**src/rtl/muldiv_ctrl_if.sv**
```systemverilog
// Execute/write-back side signals of the HI/LO multiply/divide sequencer.
`timescale 1ns/1ps
interface muldiv_ctrl_if;
  logic        mul_reqE;
  logic        div_reqE;
  logic        signedE;
  logic [31:0] srcaE;
  logic [31:0] srcbE;
  logic        flushE;
  logic        gprtohiW;
  logic        gprtoloW;
  logic [31:0] srcaW;
  logic        stallE;
  logic        busy;
  logic [31:0] hi_o;
  logic [31:0] lo_o;

  modport master (
    output mul_reqE, div_reqE, signedE, srcaE, srcbE, flushE,
           gprtohiW, gprtoloW, srcaW,
    input  stallE, busy, hi_o, lo_o
  );

  modport slave (
    input  mul_reqE, div_reqE, signedE, srcaE, srcbE, flushE,
           gprtohiW, gprtoloW, srcaW,
    output stallE, busy, hi_o, lo_o
  );
endinterface

```
**src/rtl/muldiv_ctrl.sv**
```systemverilog
// HI/LO multiply/divide sequencer: single-cycle multiply, 32-step restoring
// divide, architectural HI/LO with MTHI/MTLO writes.
//   state | meaning
//   IDLE  | waiting for MULT/DIV from E
//   MUL   | product computed, committed at end of cycle
//   DIV   | one quotient bit per cycle, cnt 0..31
//   DONE  | result visible, E released, request ignored
`timescale 1ns/1ps
module muldiv_ctrl (
  input logic         clk,
  input logic         rst,
  muldiv_ctrl_if.slave bus
);

  typedef enum logic [1:0] {IDLE, MUL, DIV, DONE} state_t;

  state_t      state;
  logic        busy_q;
  logic [31:0] hi_q, lo_q;
  logic [31:0] a_q, b_q;
  logic        sgn_q;
  logic [4:0]  cnt;
  logic [31:0] rem_q, qd_q, dvs_q;

  logic        accept;
  logic [63:0] ext_a, ext_b, prod;
  logic [32:0] trial;
  logic [31:0] r_nx, q_nx, q_fix, r_fix;

  function automatic logic [31:0] mag(input logic [31:0] x, input logic s);
    return (s & x[31]) ? (~x + 32'd1) : x;
  endfunction

  assign accept = (bus.mul_reqE | bus.div_reqE) & ~bus.flushE;

  assign bus.stallE = rst & (((state == IDLE) & accept) |
                             (((state == MUL) | (state == DIV)) & ~bus.flushE));
  assign bus.busy   = busy_q;
  assign bus.hi_o   = hi_q;
  assign bus.lo_o   = lo_q;

  // Sign extension gated by signedness makes one 64-bit multiply serve both.
  assign ext_a = {{32{sgn_q & a_q[31]}}, a_q};
  assign ext_b = {{32{sgn_q & b_q[31]}}, b_q};
  assign prod  = ext_a * ext_b;

  assign trial = {rem_q, qd_q[31]} - {1'b0, dvs_q};
  assign r_nx  = trial[32] ? {rem_q[30:0], qd_q[31]} : trial[31:0];
  assign q_nx  = {qd_q[30:0], ~trial[32]};
  assign q_fix = (sgn_q & (a_q[31] ^ b_q[31])) ? (~q_nx + 32'd1) : q_nx;
  assign r_fix = (sgn_q & a_q[31]) ? (~r_nx + 32'd1) : r_nx;

  always_ff @(posedge clk or negedge rst) begin
    if (!rst) begin
      state  <= IDLE;
      busy_q <= 1'b0;
      hi_q   <= '0;
      lo_q   <= '0;
      a_q    <= '0;
      b_q    <= '0;
      sgn_q  <= 1'b0;
      cnt    <= '0;
      rem_q  <= '0;
      qd_q   <= '0;
      dvs_q  <= '0;
    end else begin
      // MTHI/MTLO first so a same-cycle MUL/DIV commit below overrides them.
      if (bus.gprtohiW) hi_q <= bus.srcaW;
      if (bus.gprtoloW) lo_q <= bus.srcaW;
      case (state)
        IDLE: begin
          if (accept) begin
            a_q    <= bus.srcaE;
            b_q    <= bus.srcbE;
            sgn_q  <= bus.signedE;
            cnt    <= '0;
            rem_q  <= '0;
            qd_q   <= mag(bus.srcaE, bus.signedE);
            dvs_q  <= mag(bus.srcbE, bus.signedE);
            state  <= bus.mul_reqE ? MUL : DIV;
            busy_q <= 1'b1;
          end
        end
        MUL: begin
          if (bus.flushE) begin
            state  <= IDLE;
            busy_q <= 1'b0;
          end else begin
            {hi_q, lo_q} <= prod;
            state        <= DONE;
          end
        end
        DIV: begin
          if (bus.flushE) begin
            state  <= IDLE;
            busy_q <= 1'b0;
          end else begin
            rem_q <= r_nx;
            qd_q  <= q_nx;
            cnt   <= cnt + 5'd1;
            if (cnt == 5'd31) begin
              state <= DONE;
              if (b_q == 32'd0) begin
                lo_q <= 32'hFFFF_FFFF;
                hi_q <= a_q;
              end else begin
                lo_q <= q_fix;
                hi_q <= r_fix;
              end
            end
          end
        end
        DONE: begin
          state  <= IDLE;
          busy_q <= 1'b0;
        end
        default: begin
          state  <= IDLE;
          busy_q <= 1'b0;
        end
      endcase
    end
  end

endmodule

```
**src/flat_wrapper.sv**
```systemverilog
// flat-port wrapper written by rule: the top's interface ports become plain ports
module muldiv_ctrl_flat 
  (clk, rst, bus_mul_reqE, bus_div_reqE, bus_signedE, bus_srcaE, bus_srcbE, bus_flushE, bus_gprtohiW, bus_gprtoloW, bus_srcaW, bus_stallE, bus_busy, bus_hi_o, bus_lo_o);
  muldiv_ctrl_if bus_i ();
  input logic clk;
  input logic rst;
  input wire logic [$bits(bus_i.mul_reqE)-1:0] bus_mul_reqE;
  input wire logic [$bits(bus_i.div_reqE)-1:0] bus_div_reqE;
  input wire logic [$bits(bus_i.signedE)-1:0] bus_signedE;
  input wire logic [$bits(bus_i.srcaE)-1:0] bus_srcaE;
  input wire logic [$bits(bus_i.srcbE)-1:0] bus_srcbE;
  input wire logic [$bits(bus_i.flushE)-1:0] bus_flushE;
  input wire logic [$bits(bus_i.gprtohiW)-1:0] bus_gprtohiW;
  input wire logic [$bits(bus_i.gprtoloW)-1:0] bus_gprtoloW;
  input wire logic [$bits(bus_i.srcaW)-1:0] bus_srcaW;
  output wire logic [$bits(bus_i.stallE)-1:0] bus_stallE;
  output wire logic [$bits(bus_i.busy)-1:0] bus_busy;
  output wire logic [$bits(bus_i.hi_o)-1:0] bus_hi_o;
  output wire logic [$bits(bus_i.lo_o)-1:0] bus_lo_o;
  assign bus_i.mul_reqE = bus_mul_reqE;
  assign bus_i.div_reqE = bus_div_reqE;
  assign bus_i.signedE = bus_signedE;
  assign bus_i.srcaE = bus_srcaE;
  assign bus_i.srcbE = bus_srcbE;
  assign bus_i.flushE = bus_flushE;
  assign bus_i.gprtohiW = bus_gprtohiW;
  assign bus_i.gprtoloW = bus_gprtoloW;
  assign bus_i.srcaW = bus_srcaW;
  assign bus_stallE = bus_i.stallE;
  assign bus_busy = bus_i.busy;
  assign bus_hi_o = bus_i.hi_o;
  assign bus_lo_o = bus_i.lo_o;
  muldiv_ctrl u_core (.clk(clk), .rst(rst), .bus(bus_i));
endmodule
```
**config.mk**
```make
export PLATFORM = sky130hd
export DESIGN_NAME = muldiv_ctrl_flat
export DESIGN_NICKNAME = d
export VERILOG_FILES = /design/src/rtl/muldiv_ctrl_if.sv /design/src/rtl/muldiv_ctrl.sv /design/src/flat_wrapper.sv
export SDC_FILE = /design/constraint.sdc
export NUM_CORES = 2
export LEC_CHECK = 0
export ABC_AREA = 1
export BUFFER_PORTS_ARGS = -buffer_cell sky130_fd_sc_hd__buf_2
export CAP_MARGIN = 20
export CORE_ASPECT_RATIO = 1.75
export CORE_UTILIZATION = 45
export DETAILED_ROUTE_END_ITERATION = 10
export GPL_TIMING_DRIVEN = 0
export PLACE_DENSITY = 0.71
export SYNTH_ARGS = -nofsm -noshare
export SYNTH_HDL_FRONTEND = slang
export SYNTH_SLANG_ARGS = --single-unit
```
**constraint.sdc**
```tcl
create_clock -name clk -period 8.1 [get_ports clk]
set_input_delay 1.215 -clock clk [delete_from_list [all_inputs] [get_ports clk]]
set_output_delay 1.215 -clock clk [all_outputs]
set_load 0.03 [all_outputs]
```
== Yosys cells after proc, flatten, opt, wreduce, memory -nomap -nowiden ==
Cells that the tools add are included.
Storage, ports and cells
  bits of input ports: 104
  output and inout bits: 66
  register bits after elaboration: 233
  logic and storage cells: 88
Operators by class
  add/sub/neg operators: 6
  multiplexer cells: 35
  bitwise logic cells: 19
  multipliers: 1
  reductions and logical operators: 8
  eq/ne operators: 8
Operator list (count)
  32-bit 2-to-1 mux: 19
  32-bit case mux with 2 select lines: 4
  32-bit by 1-bit adder with 32-bit output (second input constant): 4
  32-bit inverter: 4
  33-bit by 33-bit multiplier with 64-bit output: 1
  33-bit by 32-bit subtractor with 33-bit output: 1
  32-bit zero test: 1
  2-bit 2-to-1 mux: 5
  5-bit 2-to-1 mux: 2
  5-bit case mux with 2 select lines: 1
  1-bit AND: 9
  2-bit case mux with 4 select lines: 1
  2-bit AND reduction: 3
  5-bit by 1-bit adder with 5-bit output (second input constant): 1
  5-bit == test (second input constant): 1
  2-bit == test (second input constant): 2
  2-bit by 1-bit inequality test with 1-bit output (second input constant): 2
  3-bit inequality test (second input constant): 1
  1-bit bitwise OR: 3
  1-bit case mux with 3 select lines: 1
  3-bit AND reduction: 1
  2-bit by 1-bit == test with 1-bit output (second input constant): 1
  2-bit zero test: 1
  1-bit 2-to-1 mux: 2
  5 further kinds: 6

== Longest topological paths before layout ==
  depth after elaboration: 9
  depth in mapped cells: 35
  depth with buffers taken out: 33

== Least setup slack after synthesis ==
No wires, ideal clock.
  path kind: register to register
  start: register u_core.a_q[31]
  end: register u_core.hi_q[27] (netlist: u_core.bus.hi_o[27])
  buffers on the path: 3
  setup time: 0.124 ns
  setup slack: 0.152 ns
  period minus slack after synthesis: 7.948 ns
  data arrival time: 7.824 ns
  data required time: 7.976 ns
  stages on the path, launching flop included: 34
  cells stage by stage: dfrtp_1 > clkbuf_1 > nand2_1 > clkbuf_1 > buf_1 > nor2_1 > fa_1 > inv_1 > fa_1 > inv_1 > fa_1 > fa_1 > inv_1 > fa_1 > inv_1 > fa_1 > inv_1 > fa_1 > fa_1 > inv_1 > ha_1 > nand2_1 > nor2_1 > inv_1 > nor2_1 > inv_1 > nor2_1 > nand2_1 > o211ai_1 > a211oi_1 > nand2_1 > nand2_1 > o21ai_0 > a21oi_2
On the way
  longest elaborated chain between the ends: 6
  elaborated cells between the ends (all ways): 8
  classes of those cells: mul (1); mux (6); bitwise (1)
Ends and longest elaborated chain
  from (decl): line muldiv_ctrl.sv:20  | logic [31:0] a_q, b_q;
  from (signal assigned): line muldiv_ctrl.sv:73  | a_q <= bus.srcaE;
  parallel branches: the longest is 5 deep, another holds 33-bit by 33-bit multiplier with 64-bit output
  32-bit case mux with 2 select lines (*): line muldiv_ctrl.sv:70  | case (state)
  to (signal assigned): line muldiv_ctrl.sv:68  | if (bus.gprtohiW) hi_q <= bus.srcaW;
  to (signal assigned): line muldiv_ctrl.sv:105  | hi_q <= a_q;
  to (signal assigned): line muldiv_ctrl.sv:108  | hi_q <= r_fix;
  to (decl): line muldiv_ctrl.sv:19  | logic [31:0] hi_q, lo_q;
Every way passes the cells marked *.
A chain may end at the register's enable or synchronous reset.

== Worst setup path in the final report ==
  start: register u_core.sgn_q
  end: register u_core.hi_q[19] (netlist: u_core.bus.hi_o[19])
On the way
  longest elaborated chain between the ends: 6
  elaborated cells between the ends (all ways): 9
  classes of those cells: mul (1); mux (6); bitwise (2)
Ends and longest elaborated chain
  from (decl): line muldiv_ctrl.sv:21  | logic sgn_q;
  from (signal assigned): line muldiv_ctrl.sv:75  | sgn_q <= bus.signedE;
  parallel branches: the longest is 5 deep, another holds 33-bit by 33-bit multiplier with 64-bit output
  32-bit case mux with 2 select lines (*): line muldiv_ctrl.sv:70
Marks and branches as above.

==> results by group <==
Yosys
  • Synth cell types: 61
  • Yosys Warn Count: 0
  • Mapped cell area: 57,200 µm²
  • Yosys reg bits: 232
  • Mapped Cells: 7,635
  • Prevailing post-synth register cell: dfrtp_1
  • Syn nets: 9,119
  • Synth top area share: 39.4%
  • Async set or reset register ratio after synthesis: 100%
  • Seq/Total Area, Yosys: 10.1%
  • Avg Cell Area, Syn: 7.49 µm²
  • Post-synth EDFFs: 0
  • Top cells by area, synth: fa_1 39%, nand2_1 13%, inv_1 13%
  • Dominant cell type by area after synthesis: fa_1

Setup path
  • CP endpoint kind: flip-flop
  • Worst Setup Start Kind: flip-flop
  • Kind of cell adding the most delay to the critical path: adder cells
  • Critical Path Max Stage Delay: 770 ps
  • Worst path buffer plus inverter count: 11
  • Worst Path Max Fanout: 7
  • Critical path arrival: 8760 ps
  • Slowest-stage cell, CP: fa_2
  • WS Path Type: flip-flop to flip-flop
  • Reg2Reg Setup Slack: -180 ps
  • CP required: 8570 ps

STA
  • Fin. Hold Viols: 0
  • Peak Freq: 121 MHz
  • Hold Slack: 479 ps
  • Setup TNS: -435 ps
  • RSZ-0062 raised after global routing: yes
  • Worst slew margin: 25.2%
  • Minimum clock period: 8280 ps
  • Fin Clk Skew: 37.8 ps
  • Final Max Tran Viols: 0
  • Setup ws final: -184 ps
  • Fin crit share: 102%
  • Worst slew pin tran: 1120 ps
  • Setup Viol. Count Final: 5

Final layout
  • FF/Latch Area: 5950 µm²
  • Most frequent cells in the layout: 2,004 x nand2_1, 1,892 x inv_1, 1,096 x fa_1
  • Area occupied by multi-input gates: 43,900 µm²
  • Ratio of cells with drive above 1 in the final layout: 12.2%
  • Area Overhead vs Synth: 12.0%
  • Post-route insts no fill: 9,587
  • Fillers: 12,500
  • Final Util: 50.9%
  • Fin nets: 9,375
  • Commonest non-fill, non-tap cell in the layout: nand2_1

GRT
  • Met1 GRT Util: 43.0%
  • GRT overflow: 0
  • M2 GR Usage: 72.1%
  • GR peak layer: met2
  • Largest net degree at the start of global routing: 108
  • Vias in the first global route: 57,300
  • First-pass GRT wire length: 390,000 µm
  • Initial antenna violation count: 31
  • Met3 GRT Util: 8.12%
  • Total Routing Usage GR: 43.1%

Status
  • Failing checks: negative setup slack
  • Status: finished with violations

Routing
  • Wire per inst: 28.5 µm
  • Via Count: 54,400
  • DRT Pass-1 Iters: 7
  • Final WL: 273,000 µm
  • DRT antenna net count: 0
  • Vias per cell: 5.67
  • DRC: 0
  • DRT iter0 DRCs: 4,835

Clocking
  • CTS Buffer Depth: 3
  • CTS H-Tree Depth: 1
  • Sink Count: 232
  • CTS Buf Count: 23
  • CTS clk-pin slew, worst paths: 80 ps
  • CTS Hold Buffers Added: 0
  • CTS tree: built
  • Clk root buf: clkbuf_16
  • Clock latency on the worst-skew pair: 590 ps

Floorplanning
  • Initial core utilization: 45.4%
  • Core Rows: 172
  • I/O pin total: 170
  • Core ar.: 126,000 µm²
  • Die H: 474 µm
  • Die ar.: 129,000 µm²
  • Die Wd: 272 µm

Place
  • Global placement routability congestion: 1.07
  • DP Wirelength: 229,000 µm
  • Buffers on Ports: 167
  • Dpl cells: 9,490

Run
  • Max-cap violations: 0

Worst hold path
  • Hold/Removal Path Class: primary input to asynchronous set/reset pin
[flip-flops by register name (all words and copies together), names as in the netlist]
signal           cells
u_core.bus.lo_o     32
u_core.state         2
u_core.b_q          32
u_core.a_q          32
u_core.sgn_q         1
u_core.qd_q         32
u_core.cnt           5
u_core.bus.hi_o     32
u_core.rem_q        32
u_core.bus.busy      1
u_core.dvs_q        31
[metal layers]
metal  vias up  part of all wire (%)
met5         -                 0.025
met4        12                    13
met3      1365                   8.0
met2      3199                    48
met1     26800                    31
li1      23000                     -
[worst paths after layout]
kind	from	endpoint	cells past startpoint
worst max-delay path	u_core.sgn_q	u_core.bus.hi_o[19]	32
worst min-delay path	rst	u_core.qd_q[6]	1
worst max register to register	u_core.sgn_q	u_core.bus.hi_o[19]	32
worst min register to register	u_core.dvs_q[8]	u_core.dvs_q[8]	2
max in group asynchronous	rst	u_core.b_q[26]	3
min in group clk	u_core.dvs_q[8]	u_core.dvs_q[8]	2
[cell families (layout without fill, tap and decap cells)]
family / Yosys count / after routing / synth area share (%)
AO/OA/AOI/OAI: 781 / 781 / 8.06
XOR/XNOR: 91 / 91 / 1.39
adder cells (fa/ha/maj): 1380 / 1380 / 45.0
buffers and inverters: 2329 / 2600 / 15.4
flip-flops: 232 / 232 / 10.1
multiplexers: 3 / 3 / 0.0525
other: 0 / 28 / 0
AND/OR/NAND/NOR: 2819 / 2819 / 20.0
[cells in the mapped netlist, types with 19 or more instances]
library cell and count:
xor2_1 61, o22ai_1 32, a21oi_1 233, inv_1 1924, nor2_1 379, xnor2_1 30
clkbuf_1 369, nand2_2 41, o211ai_1 45, a31oi_1 67, nor4_1 25, nand4_1 33
dfrtp_1 232, o221ai_1 51, nor3_1 41, o21ai_0 252, fa_1 1126, o21bai_1 19
nand3_1 209, ha_1 254, or2_2 21, nand2_1 2025
[repair_timing]
item	in CTS	in global routing
gates resized for setup	484	355
endpoints found under the setup margin	48	39
cloned	0	0
pin swaps	71	97
setup buffers	43	50
[layout make-up]
class	instances	share of cell area, %
multi-input combinational	5074	68.5
inverter	1938	11.4
sequential	232	9.28
timing repair buffer	297	3.47
tap	1653	3.23
buffer	325	2.83
clock buffer	25	0.941
clock inverter	15	0.234
antenna	28	0.109
[metrics by stage]
step | cell area (µm²) | worst slack [ps]
6_report | 64100 | -184
5_1_grt | 64000 | -306
4_1_cts | 62800 | -91.1
3_5_place_dp | 60700 | -3230
3_3_place_gp | 60100 | -3170
2_1_floorplan | 57200 | 152
Power is not shown: default switching activity piles up to over one toggle a cycle in this logic, so the estimate is an artifact.
